--- src/rtl/sram_fifo_arb.sv ---
// sram_fifo_arb: two logical FIFOs sharing one ZBT SRAM. Keeps per-channel
// pointers/occupancy, arbitrates W0/R0/W1/R1 with burst-limited round-robin,
// issues one registered SRAM command per cycle and tags returning read data.

// Per-channel pointer and occupancy bookkeeping.
module sram_fifo_arb_chan #(
  parameter int PW = 18
) (
  input  logic          clk,
  input  logic          rstn,
  input  logic          flush_i,
  input  logic          wr_i,
  input  logic          rd_i,
  output logic [PW-1:0] wptr_o,
  output logic [PW-1:0] rptr_o,
  output logic [PW:0]   count_o
);
  logic [PW-1:0] wptr_q, rptr_q;
  logic [PW:0]   cnt_q;

  // Pointers wrap naturally at 2^PW; count moves by at most one per cycle.
  always_ff @(posedge clk or negedge rstn) begin
    if (!rstn) begin
      wptr_q <= '0;
      rptr_q <= '0;
      cnt_q  <= '0;
    end else if (flush_i) begin
      wptr_q <= '0;
      rptr_q <= '0;
      cnt_q  <= '0;
    end else begin
      if (wr_i) wptr_q <= wptr_q + PW'(1);
      if (rd_i) rptr_q <= rptr_q + PW'(1);
      if (wr_i && !rd_i)      cnt_q <= cnt_q + (PW+1)'(1);
      else if (rd_i && !wr_i) cnt_q <= cnt_q - (PW+1)'(1);
    end
  end

  assign wptr_o  = wptr_q;
  assign rptr_o  = rptr_q;
  assign count_o = cnt_q;
endmodule

module sram_fifo_arb #(
  parameter int WIDTH     = 18,
  parameter int RAM_DEPTH = 19,
  parameter int BURST     = 8,
  parameter int RD_LAT    = 2
) (
  input  logic                 clk,
  input  logic                 rstn,
  input  logic [WIDTH-1:0]     wr_data0,
  input  logic [WIDTH-1:0]     wr_data1,
  input  logic                 wr_strobe0,
  input  logic                 wr_strobe1,
  output logic                 wr_ack0,
  output logic                 wr_ack1,
  input  logic                 rd_strobe0,
  input  logic                 rd_strobe1,
  output logic                 rd_ack0,
  output logic                 rd_ack1,
  output logic [WIDTH-1:0]     rd_data,
  output logic                 rd_valid0,
  output logic                 rd_valid1,
  input  logic                 flush0,
  input  logic                 flush1,
  output logic [RAM_DEPTH-1:0] capacity0,
  output logic [RAM_DEPTH-1:0] capacity1,
  output logic                 space_avail0,
  output logic                 space_avail1,
  output logic                 data_avail0,
  output logic                 data_avail1,
  output logic                 cmd_valid,
  output logic                 cmd_we,
  output logic [RAM_DEPTH-1:0] cmd_addr,
  output logic [WIDTH-1:0]     cmd_wdata,
  input  logic [WIDTH-1:0]     sram_rdata
);
  localparam int PW = RAM_DEPTH - 1;
  localparam logic [RAM_DEPTH-1:0] FULL = {1'b1, {PW{1'b0}}};

  // Requester index: bit1 = channel, bit0 = read.
  typedef enum logic [1:0] {W0 = 2'd0, R0 = 2'd1, W1 = 2'd2, R1 = 2'd3} req_e;

  logic [1:0][WIDTH-1:0]     wdat;
  logic [1:0]                wstb, rstb, flsh, wr_go, rd_go;
  logic [1:0][PW-1:0]        wptr, rptr;
  logic [1:0][RAM_DEPTH-1:0] cnt;
  logic [3:0]                req;

  assign wdat = {wr_data1, wr_data0};
  assign wstb = {wr_strobe1, wr_strobe0};
  assign rstb = {rd_strobe1, rd_strobe0};
  assign flsh = {flush1, flush0};

  for (genvar c = 0; c < 2; c++) begin : g_ch
    sram_fifo_arb_chan #(.PW(PW)) u_ch (
      .clk     (clk),
      .rstn    (rstn),
      .flush_i (flsh[c]),
      .wr_i    (wr_go[c]),
      .rd_i    (rd_go[c]),
      .wptr_o  (wptr[c]),
      .rptr_o  (rptr[c]),
      .count_o (cnt[c])
    );
    // Flush masks the channel's requests so it never acks in a flush cycle.
    assign req[2*c]   = wstb[c] & (cnt[c] != FULL) & ~flsh[c];
    assign req[2*c+1] = rstb[c] & (cnt[c] != '0)   & ~flsh[c];
  end

  req_e       cur_q, cur_d;
  logic [7:0] bcnt_q, bcnt_d;
  logic       gnt, found;
  logic [1:0] gidx, idx;

  // Burst-limited round-robin: stay on cur while under BURST, else scan
  // forward from cur+1 with cur itself checked last.
  always_comb begin
    gnt    = 1'b0;
    gidx   = cur_q;
    cur_d  = cur_q;
    bcnt_d = bcnt_q;
    found  = 1'b0;
    idx    = cur_q;
    if (req[cur_q] && (bcnt_q < 8'(BURST))) begin
      gnt    = 1'b1;
      bcnt_d = bcnt_q + 8'd1;
    end else begin
      for (int k = 1; k <= 4; k++) begin
        idx = 2'(cur_q) + 2'(k);
        if (!found && req[idx]) begin
          found = 1'b1;
          gidx  = idx;
        end
      end
      if (found) begin
        gnt    = 1'b1;
        cur_d  = req_e'(gidx);
        bcnt_d = 8'd1;
      end else begin
        bcnt_d = 8'd0;
      end
    end
  end

  // Arbiter state register.
  always_ff @(posedge clk or negedge rstn) begin
    if (!rstn) begin
      cur_q  <= W0;
      bcnt_q <= '0;
    end else begin
      cur_q  <= cur_d;
      bcnt_q <= bcnt_d;
    end
  end

  assign wr_go = {gnt & (gidx == 2'(W1)), gnt & (gidx == 2'(W0))};
  assign rd_go = {gnt & (gidx == 2'(R1)), gnt & (gidx == 2'(R0))};
  assign wr_ack0 = wr_go[0];
  assign wr_ack1 = wr_go[1];
  assign rd_ack0 = rd_go[0];
  assign rd_ack1 = rd_go[1];

  logic                 cmd_valid_q, cmd_we_q;
  logic [RAM_DEPTH-1:0] cmd_addr_q;
  logic [WIDTH-1:0]     cmd_wdata_q;

  // Command register: one cycle after the grant; fields hold when idle.
  always_ff @(posedge clk or negedge rstn) begin
    if (!rstn) begin
      cmd_valid_q <= 1'b0;
      cmd_we_q    <= 1'b0;
      cmd_addr_q  <= '0;
      cmd_wdata_q <= '0;
    end else begin
      cmd_valid_q <= gnt;
      if (gnt) begin
        cmd_we_q   <= ~gidx[0];
        cmd_addr_q <= {gidx[1], (gidx[0] ? rptr[gidx[1]] : wptr[gidx[1]])};
        if (!gidx[0]) cmd_wdata_q <= wdat[gidx[1]];
      end
    end
  end

  assign cmd_valid = cmd_valid_q;
  assign cmd_we    = cmd_we_q;
  assign cmd_addr  = cmd_addr_q;
  assign cmd_wdata = cmd_wdata_q;

  // Read tag pipe: stage 0 aligns with the command, stage RD_LAT with
  // sram_rdata. Tags of a flushed channel are dropped as they shift.
  logic [RD_LAT:0] vld_pipe_q, ch_pipe_q;

  always_ff @(posedge clk or negedge rstn) begin
    if (!rstn) begin
      vld_pipe_q <= '0;
      ch_pipe_q  <= '0;
    end else begin
      vld_pipe_q[0] <= gnt & gidx[0];
      ch_pipe_q[0]  <= gidx[1];
      for (int s = 1; s <= RD_LAT; s++) begin
        vld_pipe_q[s] <= vld_pipe_q[s-1] & ~flsh[ch_pipe_q[s-1]];
        ch_pipe_q[s]  <= ch_pipe_q[s-1];
      end
    end
  end

  // The output stage is also masked combinationally so a flush in the
  // return cycle suppresses that word too.
  assign rd_valid0 = vld_pipe_q[RD_LAT] & ~ch_pipe_q[RD_LAT] & ~flush0;
  assign rd_valid1 = vld_pipe_q[RD_LAT] &  ch_pipe_q[RD_LAT] & ~flush1;
  assign rd_data   = sram_rdata;

  assign capacity0    = cnt[0];
  assign capacity1    = cnt[1];
  assign space_avail0 = (cnt[0] != FULL);
  assign space_avail1 = (cnt[1] != FULL);
  assign data_avail0  = (cnt[0] != '0);
  assign data_avail1  = (cnt[1] != '0);
endmodule

--- config.mk ---
export PLATFORM = sky130hd
export DESIGN_NAME = sram_fifo_arb
export DESIGN_NICKNAME = d
export VERILOG_FILES = /design/src/rtl/sram_fifo_arb.sv
export SDC_FILE = /design/constraint.sdc
export NUM_CORES = 1
export LEC_CHECK = 0
export BUFFER_PORTS_ARGS = -buffer_cell sky130_fd_sc_hd__buf_2
export CORE_MARGIN = 5
export CORE_UTILIZATION = 33
export CTS_CLUSTER_DIAMETER = 120
export DETAILED_ROUTE_END_ITERATION = 16
export PLACE_DENSITY = 0.5
export RECOVER_POWER = 50
export SYNTH_ARGS = -nofsm -noshare
export SYNTH_HDL_FRONTEND = slang
export SYNTH_SLANG_ARGS = --single-unit
--- constraint.sdc ---
create_clock -name clk -period 15.3 [get_ports clk]
set_input_delay 0 -clock clk [delete_from_list [all_inputs] [get_ports clk]]
set_output_delay 0 -clock clk [all_outputs]
set_load 0.01 [all_outputs]
==> qor.csv, run 1 <==
metric,value,unit
status,"finished, violations left",
hold_class,in -> out,
cts_buffer_depth,2,
cts_setup_buffers,0,
post_drt_wl_per_cell,17.38,um
switchingPower,1.103,mW
seqPwrFrac,26.1,%
finalHoldViolCount,0,
pwr-share-clk,18.0,%
tns,0,ns
pwr-share-comb,55.9,%
ys.flop_type,dfrtp_1,
ios,167,
grt_max_degree,91,
cts-resized-gates,0,
violations,"capacitance limit, slew limit",
std_cell_rows,63,
cts.clk_slew.worst_paths,0.07,ns
slew_headroom,-246.3,%
drc,0,
swShare,46.24,%
r2r_start,g_ch[0].u_ch.count_o[8]$_DFFE_PN0P_,
cts_tree,done,
cp.arrival,9.10,ns
grt_pass1_vias,8311,
place.port_buffers,130,
drive_above_1_share,11.21,%
max_slew.worst_pin.slew,5.194,ns
ff2ff_path_depth,20,
r2r_slack,7.84,ns
core_area,29720,um2
crit_end,g_ch[1].u_ch.count_o[18]$_DFFE_PN0P_,
die-area,33720,um2
syn_area_per_cell,9.485,um2
htreeDepth,4,
cp-start-kind,input port,
grt_usage,16.42,%
worst-setup-path-type,in -> reg,
numCtsBuffers,17,
dr.first_iter.drc_count,536,
cap_violations,3,
reg2reg_to,g_ch[1].u_ch.count_o[18]$_DFFE_PN0P_,
grt-ovfl-total,0,
nFillCells,2998,
yosysSeqAreaShare,41.50,%
rsz0062_at_grt,no,
num_vias,8339,
dp.cells,1516,
vdd_ir_drop_max,0.0001183,V
cts_sinks,165,
layout_commonest_cell,dfrtp_1,
design.final.nets,1287,
syn_area,9950,um2
async_flop_share,100.0,%
synthCells,1049,
final_cells,1586,
clock_skew,0.01492,ns
setup_viol,0,
area_delta_synth_final,17.44,%
dr.pass1.iters,6,
end_kind,flip-flop,
clock_latency,0.44,ns
cp.required,15.63,ns
critPathMaxFanout,57,
yosysWarnings,0,
layout_common_cells,"165 x dfrtp_1, 93 x nand2_1, 85 x clkbuf_1",
final_antenna_net_count,0,
drv_slew,226,
cellLeakagePower,5.021,nW
min_period_over_period,57.30,%
root_buffer,clkbuf_16,
viasPerCell,5.258,
fp.dieW,183.6,um
synthDistinctLibCells,82,
fmax,114.1,MHz
place_hpwl,18.66,mm
gp_congestion,0.8081,
antenna_found_initial,1,
routed_wl,27.56,mm
grt_pass1_wl,44.84,mm
min_period,8.767,ns
start_util,33.48,%
p_int,1.282,mW
p_per_area,204.1,nW/um2
ys_ff_latch,165,
critPathLaunch,flush0,
die_h,183.6,um
synth_edf_count,0,
## per-stage QoR
| stage | utilization, % | setup WS, ns | area [um2] | power (mW) | hold slack [ns] |
|---|---|---|---|---|---|
| 5_1_grt | 39.31 | 5.639 | 11680 | 2.596 | 0.00001506 |
| 2_1_floorplan | - | 9.672 | 9961 | 1.628 | -0.2956 |
| 6_report | 39.32 | 6.533 | 11690 | 2.384 | 0.000003717 |
| 3_3_place_gp | 36.48 | 8.102 | 10840 | 1.957 | 0.00006862 |
| 3_5_place_dp | 36.48 | 8.029 | 10840 | 1.960 | 0.00006862 |
| 4_1_cts | 39.71 | 7.950 | 11800 | 2.432 | 0.00006862 |
## how the worst min path moves through the flow
stage,depth (start not counted),slack [ns],startpoint,end
after CTS,0,0.00007,sram_rdata[12],rd_data[12]
after detailed placement,0,0.00007,sram_rdata[12],rd_data[12]
after global placement,0,0.00007,sram_rdata[12],rd_data[12]
final,0,0.000004,sram_rdata[0],rd_data[0]
after global routing,0,0.00002,sram_rdata[5],rd_data[5]
after floorplan,0,-0.30,rstn,bcnt_q[0]$_DFF_PN0_
## repair_timing
action	in CTS	in global routing
hold buffers	37	0
endpoints found under the hold margin	107	0
endpoints found under the setup margin	0	0
## worst max-delay path, stage by stage
cell and delay [ns]:
buf_2 0.07, clkbuf_1 2.01, inv_1 0.78, and3_1 0.46
o21ai_1 0.11, o22ai_1 0.10, a211oi_2 0.35, o211ai_1 0.16
a21oi_1 0.55, or2_1 0.76, inv_1 0.61, fa_1 0.59
a211o_1 0.33, a2111oi_0 0.53, and3b_1 0.26, a2111oi_0 0.50
o31ai_1 0.22, nand3_1 0.15, nand2_1 0.10, nor4_1 0.25
a211oi_1 0.08, o31ai_1 0.10
## flip-flops by register name, summed over array words and instances (netlist names)
name and count:
bcnt_q 8, ch_pipe_q 3, cmd_addr 19, cmd_valid 1, cmd_wdata 18, cmd_we 1
cur_q 2, g_ch.u_ch.count_o 38, g_ch.u_ch.rptr_o 36, g_ch.u_ch.wptr_o 36, vld_pipe_q 3
## Yosys cell counts (14+ instances only)
| library cell | count | area [um2] |
|---|---|---|
| a21o_1 | 17 | 127.6 |
| a21oi_1 | 66 | 330.3 |
| and3_1 | 18 | 112.6 |
| buf_4 | 22 | 165.2 |
| clkbuf_1 | 29 | 108.9 |
| dfrtp_1 | 165 | 4129 |
| ha_1 | 41 | 513.0 |
| inv_1 | 27 | 101.4 |
| mux2i_1 | 41 | 410.4 |
| nand2_1 | 93 | 349.1 |
| nand3_1 | 29 | 145.1 |
| nand3b_1 | 23 | 172.7 |
| nand4_1 | 27 | 168.9 |
| nor2_1 | 80 | 300.3 |
| nor4_1 | 14 | 87.58 |
| o21ai_0 | 65 | 325.3 |
| o21ai_1 | 15 | 75.07 |
| xnor2_1 | 42 | 367.9 |
| xor2_1 | 27 | 236.5 |
## cell type report
cell class              instances  area, um2  share of cell area (%)
multi-input cells             791       5373                   45.98
flip-flops and latches        165       4129                   35.34
repair buffers                178      992.2                   8.491
well taps                     390      488.0                   4.176
clock buffers                  17      425.4                   3.641
clock inverters                15      163.9                   1.403
inverters                      29      111.4                  0.9530
diodes                          1      2.502                 0.02142
## routing by layer
layer  up-vias  wire (um)  global-route usage, %
met5         -          7                      0
met4         2        232                  3.218
met3        19       1131                  3.898
met2       139      13340                  27.86
met1      4100      12850                  21.54
li1       4079          -                      -
## kinds of logic after synthesis
family | Yosys count | share of synthesized area (%)
AND/OR/NAND/NOR | 370 | 19.89
flip-flops | 165 | 41.50
buffers and inverters | 96 | 4.779
multiplexers | 52 | 5.370
XOR/XNOR | 69 | 6.074
adder cells (fa/ha/maj) | 43 | 5.558
other | 1 | 0.03769
AO/OA/AOI/OAI | 253 | 16.79
## power by group through the flow
stage | registers [mW] | logic (mW) | clock network [mW]
after floorplan | 0.640 | 0.989 | 0
after global placement | 0.625 | 1.33 | 0
after detailed placement | 0.628 | 1.33 | 0
after CTS | 0.621 | 1.37 | 0.446
after global routing | 0.638 | 1.50 | 0.461
final | 0.622 | 1.33 | 0.429
No activity file was read; power rests on OpenSTA's default activity.
==> run 2, diff against run 1 <==
- PLACE_DENSITY: 0.5 -> 0.51
- clock period: 15.3 -> 8 ns (I/O delays scaled with it)
==> run 2 against run 1 <==
Net effect:
- the flow still finishes with violations (capacitance limit, slew limit)
- critical path depth decreased by 1
- power increased by 94%
- global-route usage increased by 0.44 points
- count of clock-buffer cells in the layout unchanged
- die area unchanged
- first-iteration DRC count increased by 1.5%
- clock skew decreased by 0.0012 ns
- non-clock buffer count increased by 1
- clock power increased by 100%
- via count decreased by 0.59%
- sequential share of layout area decreased by 0.10 points
- critical path type is now reg -> reg
- largest cell class unchanged
==> qor.csv, run 2 (synthesized netlist as in run 1, its figures left out) <==
metric,value,unit
cts_setup_buffers,0,
htreeDepth,4,
vdd_ir_drop_max,0.0002728,V
die_h,183.6,um
crit_chain,nor4_1 > nand3_1 > o21ai_1 > a21oi_1 > a211oi_2 > o211ai_1 > a21oi_1 > or2_1 > inv_1 > buf_4 > fa_1 > a211o_1 > a2111oi_0 > and3b_1 > a2111oi_0 > o31ai_1 > nand3_1 > nand2_1 > nor4_1 > a211oi_1 > o31ai_1,
power.total,4.621,mW
antenna_found_initial,2,
post_drt_wl_per_cell,17.76,um
viasPerCell,5.227,
ios,167,
cts_buffer_depth,2,
numCtsBuffers,17,
fmax,153.6,MHz
min_period_over_period,81.38,%
start_util,33.48,%
end_kind,flip-flop,
cts_tree,done,
slew_headroom,-176.9,%
cts_sinks,165,
worst-setup-path-type,reg -> reg,
grt_pass1_wl,45.91,mm
cp-start-kind,flip-flop,
cts.clk_slew.worst_paths,0.08,ns
design.final.nets,1288,
r2r_start,g_ch[0].u_ch.count_o[8]$_DFFE_PN0P_,
grt-ovfl-total,0,
die-area,33720,um2
cap_violations,3,
layout_common_cells,"165 x dfrtp_1, 93 x nand2_1, 80 x clkbuf_1",
slowest_stage,a2111oi_0,
setup_viol,0,
root_buffer,clkbuf_16,
min_period,6.510,ns
critPathTopFamily,compound AO/OA/AOI/OAI gates,
place.port_buffers,130,
critical-path-max-stage-delay,0.69,ns
rsz0062_at_grt,no,
drc,0,
area_delta_synth_final,17.78,%
grt_max_degree,74,
place_hpwl,19.66,mm
fp.dieW,183.6,um
dr.pass1.iters,5,
antennaDiodeCount,0,
critPathLaunch,g_ch[0].u_ch.count_o[8]$_DFFE_PN0P_,
drive_above_1_share,11.71,%
gp_congestion,0.8350,
max_slew.worst_pin.slew,4.153,ns
cp.required,8.34,ns
final_antenna_net_count,0,
min_from,sram_rdata[0],
cp.arrival,6.85,ns
clock_latency,0.44,ns
p_per_area,394.3,nW/um2
critPathMaxFanout,20,
clock_skew,0.01377,ns
routed_wl,28.18,mm
tns,0,ns
drv_slew,162,
grt_pass1_vias,8215,
crit_buf_inv,2,
num_vias,8290,
violations,"capacitance limit, slew limit",
std_cell_rows,63,
cellLeakagePower,5.052,nW
grt_usage,16.86,%
core_area,29720,um2
layout_commonest_cell,dfrtp_1,
finalHoldViolCount,0,
largest_register_ffs,38,
dr.first_iter.drc_count,544,
hold_class,in -> out,
status,"finished, violations left",
==> run 2: cell types whose count changed in the layout (fill, tap and decap cells not counted), sizes merged, moves of 3 or more <==
cell and delta:
buf +6, clkbuf -5, clkinv -3, inv +3
==> run 2: area by class of cell <==
| type | instances | area, um2 |
|---|---|---|
| sequential | 165 | 4129 |
| multi-input combinational | 791 | 5373 |
| tap | 390 | 488.0 |
| clock inverter | 15 | 186.4 |
| timing repair buffer | 179 | 1006 |
| inverter | 29 | 111.4 |
| clock buffer | 17 | 425.4 |
| fill | 2985 | 18000 |
==> run 2: final timing paths <==
path / to / slack [ns] / cells past startpoint
min in group asynchronous: cmd_wdata[11]$_DFFE_PN0P_ / 1.55 / 2
max in group asynchronous: cmd_addr[10]$_DFFE_PN0P_ / 2.60 / 3
worst min register to register: ch_pipe_q[2]$_DFF_PN0_ / 0.41 / 0
worst max register to register: g_ch[1].u_ch.count_o[18]$_DFFE_PN0P_ / 1.49 / 21
worst min-delay path: rd_data[0] / 0.000004 / 0
worst max-delay path: g_ch[1].u_ch.count_o[18]$_DFFE_PN0P_ / 1.49 / 21
==> run 2: what timing repair did <==
action | in CTS | in global routing
gates resized for setup | 0 | 0
hold buffers | 37 | 0
endpoints found under the hold margin | 89 | 0
==> run 2: through the flow <==
stage | worst slack (ns) | hold slack (ns) | util, % | area [um2] | std cells
floorplan | 2.372 | -0.2956 | - | 9961 | 1052
global placement | 1.718 | 0.00006862 | 36.50 | 10850 | 1517
detailed placement | 1.683 | 0.00006862 | 36.50 | 10850 | 1517
CTS | 1.478 | 0.00006862 | 39.81 | 11830 | 1586
global route | 0.8828 | 0.00001508 | 39.43 | 11720 | 1586
finish | 1.490 | 0.000003717 | 39.43 | 11720 | 1586
==> run 2: per-layer routing <==
layer | wire length (um) | up-vias | global-route usage (%) | share of wire, %
met5 | 19 | - | 0 | 0.067
met2 | 13210 | 135 | 27.25 | 47
met3 | 1185 | 26 | 3.720 | 4.2
li1 | - | 4067 | - | -
met1 | 13420 | 4058 | 23.18 | 48
met4 | 344 | 4 | 3.963 | 1.2
==> run 2: report_power, final <==
part | internal (mW) | switching, mW | leakage (nW)
clock network | 0.452 | 0.406 | 0.297
logic | 1.02 | 1.55 | 2.56
registers | 1.02 | 0.179 | 2.20
total | 2.49 | 2.13 | 5.05
==> run 3, diff against run 2 <==
- PLACE_DENSITY: 0.51 -> 0.5
- clock period: 8 -> 6.1 ns (I/O delays scaled with it)
==> run 3 against run 2 <==
Net effect:
- the run still ends with capacitance limit, slew limit left
- wire length shrank 0.76%
- count of clock-buffer cells in the layout grew 2
- setup slack lost 0.98 ns
- clock skew grew 0.00098 ns
- cell area grew 0.40%
- critical path type unchanged
- largest power group unchanged
==> qor.csv, run 3 (synthesized netlist as in run 1, its figures left out) <==
metric,value,unit
die-area,33720,um2
cp-start-kind,flip-flop,
die_h,183.6,um
vdd_ir_drop_max,0.0003385,V
max_slew.worst_pin.slew,4.205,ns
grt_pass1_vias,8321,
numCtsBuffers,17,
final_antenna_net_count,0,
cts.clk_slew.worst_paths,0.07,ns
p_per_area,513.3,nW/um2
place_area,10890,um2
finalHoldViolCount,0,
routed_wl,27.96,mm
clock_skew,0.01475,ns
cp.arrival,5.93,ns
layout_commonest_cell,dfrtp_1,
dr.first_iter.drc_count,582,
r2r_start,g_ch[0].u_ch.count_o[0]$_DFFE_PN0P_,
design.final.nets,1296,
wl_met2,13.44,mm
place_hpwl,19.22,mm
grt-ovfl-total,0,
dr.pass1.iters,8,
critPathMaxFanout,10,
cellLeakagePower,5.068,nW
drc,0,
switchingPower,2.727,mW
multi_input_comb_area,5393,um2
wl_met3,1.190,mm
min_from,sram_rdata[0],
area_delta_synth_final,18.25,%
ff2ff_path_depth,20,
critical-path-max-stage-delay,0.48,ns
regArea,4129,um2
rsz0062_at_grt,no,
gp_congestion,0.8003,
finalInstanceArea,11770,um2
seqPwrFrac,25.7,%
drv_slew,74,
nFillCells,2991,
end_kind,flip-flop,
fmax,178.8,MHz
cts_tree,done,
num_vias,8334,
cts_sinks,165,
post_drt_wl_per_cell,17.56,um
min_period,5.594,ns
pwr-share-clk,17.9,%
cap_violations,1,
min_to,rd_data[0],
reg2reg_to,g_ch[1].u_ch.count_o[18]$_DFFE_PN0P_,
crit_chain,nor4_2 > nand3_1 > o21ai_1 > nor2_1 > a211oi_2 > nand2_1 > nor4_4 > or2_1 > inv_1 > fa_1 > a211o_1 > a2111oi_2 > and3b_1 > a2111oi_1 > o31ai_1 > nand3_1 > nand2_1 > nor4_1 > a211oi_1 > o31ai_1,
viasPerCell,5.235,
p_int,3.312,mW
drive_above_1_share,12.06,%
met1_length,12.99,mm
violations,"capacitance limit, slew limit",
hold_class,in -> out,
htreeDepth,4,
worst-setup-path-type,reg -> reg,
slew_headroom,-180.3,%
cts_buffer_depth,2,
min_path_cells,0,
ios,167,
top_layer_used,met4,
std_cell_rows,63,
pwr-share-comb,56.4,%
status,"finished, violations left",
start_util,33.48,%
antenna_found_initial,0,
cp.required,6.43,ns
place.port_buffers,130,
root_buffer,clkbuf_16,
r2r_slack,0.51,ns
fp.dieW,183.6,um
core_area,29720,um2
tns,0,ns
grt_usage,16.72,%
grt_pass1_wl,45.30,mm
largest_register_ffs,38,
layout_common_cells,"165 x dfrtp_1, 93 x nand2_1, 82 x clkbuf_1",
min_period_over_period,91.70,%
setup_viol,0,
grt_max_degree,74,
clock_latency,0.44,ns
cts_setup_buffers,0,
slowest_stage,fa_1,
swShare,45.16,%
antennaDiodeCount,0,
## run 3: cell types whose count changed in the layout (fill, tap and decap cells not counted), moves of 3 or more
cell / delta
buf_4: +7
inv_8: -5
buf_2: -3
clkinv_4: +3
clkinv_8: -3
inv_6: -3
## run 3: metal layers
layer | global-route usage [%] | up-vias
met4 | 4.261 | 0
met3 | 3.542 | 24
li1 | - | 4081
met1 | 22.46 | 4086
met5 | 0 | -
met2 | 27.58 | 143
## run 3: repair_timing
action / in CTS / in global routing
hold buffers: 39 / 0
resized for setup: 0 / 5
setup endpoints to repair: 0 / 3
hold endpoints to repair: 99 / 0
## run 3: per-stage QoR
stage	cells	utilization [%]	power [mW]	setup slack (ns)	hold WS, ns
finish	1592	39.59	6.039	0.5063	0.000003717
global route	1592	39.59	6.557	0.009538	0.00001506
CTS	1592	39.89	6.141	0.007960	0.00006862
detailed placement	1523	36.66	4.948	0.04146	0.00006862
global placement	1523	36.66	4.947	0.2016	0.00006862
floorplan	1052	-	4.084	0.4717	-0.2956
## run 3: area by class of cell
class / instances / share of cell area (%)
repair buffers: 187 / 9.114
multi-input cells: 791 / 45.84
inverters: 29 / 0.9465
clock inverters: 11 / 1.095
clock buffers: 19 / 3.765
well taps: 390 / 4.148
flip-flops and latches: 165 / 35.10
## run 3: worst max path at each step
stage,startpoint,end,slack (ns),depth (start not counted)
finish,g_ch[0].u_ch.count_o[0]$_DFFE_PN0P_,g_ch[1].u_ch.count_o[18]$_DFFE_PN0P_,0.51,20
CTS,g_ch[0].u_ch.count_o[8]$_DFFE_PN0P_,g_ch[1].u_ch.count_o[18]$_DFFE_PN0P_,0.008,20
global placement,g_ch[0].u_ch.count_o[8]$_DFFE_PN0P_,g_ch[1].u_ch.count_o[18]$_DFFE_PN0P_,0.20,20
floorplan,g_ch[1].u_ch.count_o[4]$_DFFE_PN0P_,g_ch[1].u_ch.count_o[18]$_DFFE_PN0P_,0.47,21
detailed placement,g_ch[0].u_ch.count_o[8]$_DFFE_PN0P_,g_ch[1].u_ch.count_o[18]$_DFFE_PN0P_,0.04,20
global route,g_ch[1].u_ch.count_o[8]$_DFFE_PN0P_,g_ch[1].u_ch.count_o[18]$_DFFE_PN0P_,0.01,20
## run 3: power by group through the flow
stage / registers (mW) / clock network (mW) / logic (mW)
floorplan: 1.60 / 0 / 2.48
detailed placement: 1.57 / 0 / 3.38
finish: 1.55 / 1.08 / 3.40
global placement: 1.56 / 0 / 3.39
CTS: 1.55 / 1.13 / 3.47
global route: 1.59 / 1.17 / 3.79
## run 3: worst max-delay path: cells and delay by family, from the launching register on
kind,cells,cell delay (ns)
AOI/OAI and AO/OA,8,2.23
and+or+nand+nor,10,2.12
adders and majority gates,1,0.48
DFF,1,0.45
buffers and inverters,1,0.21
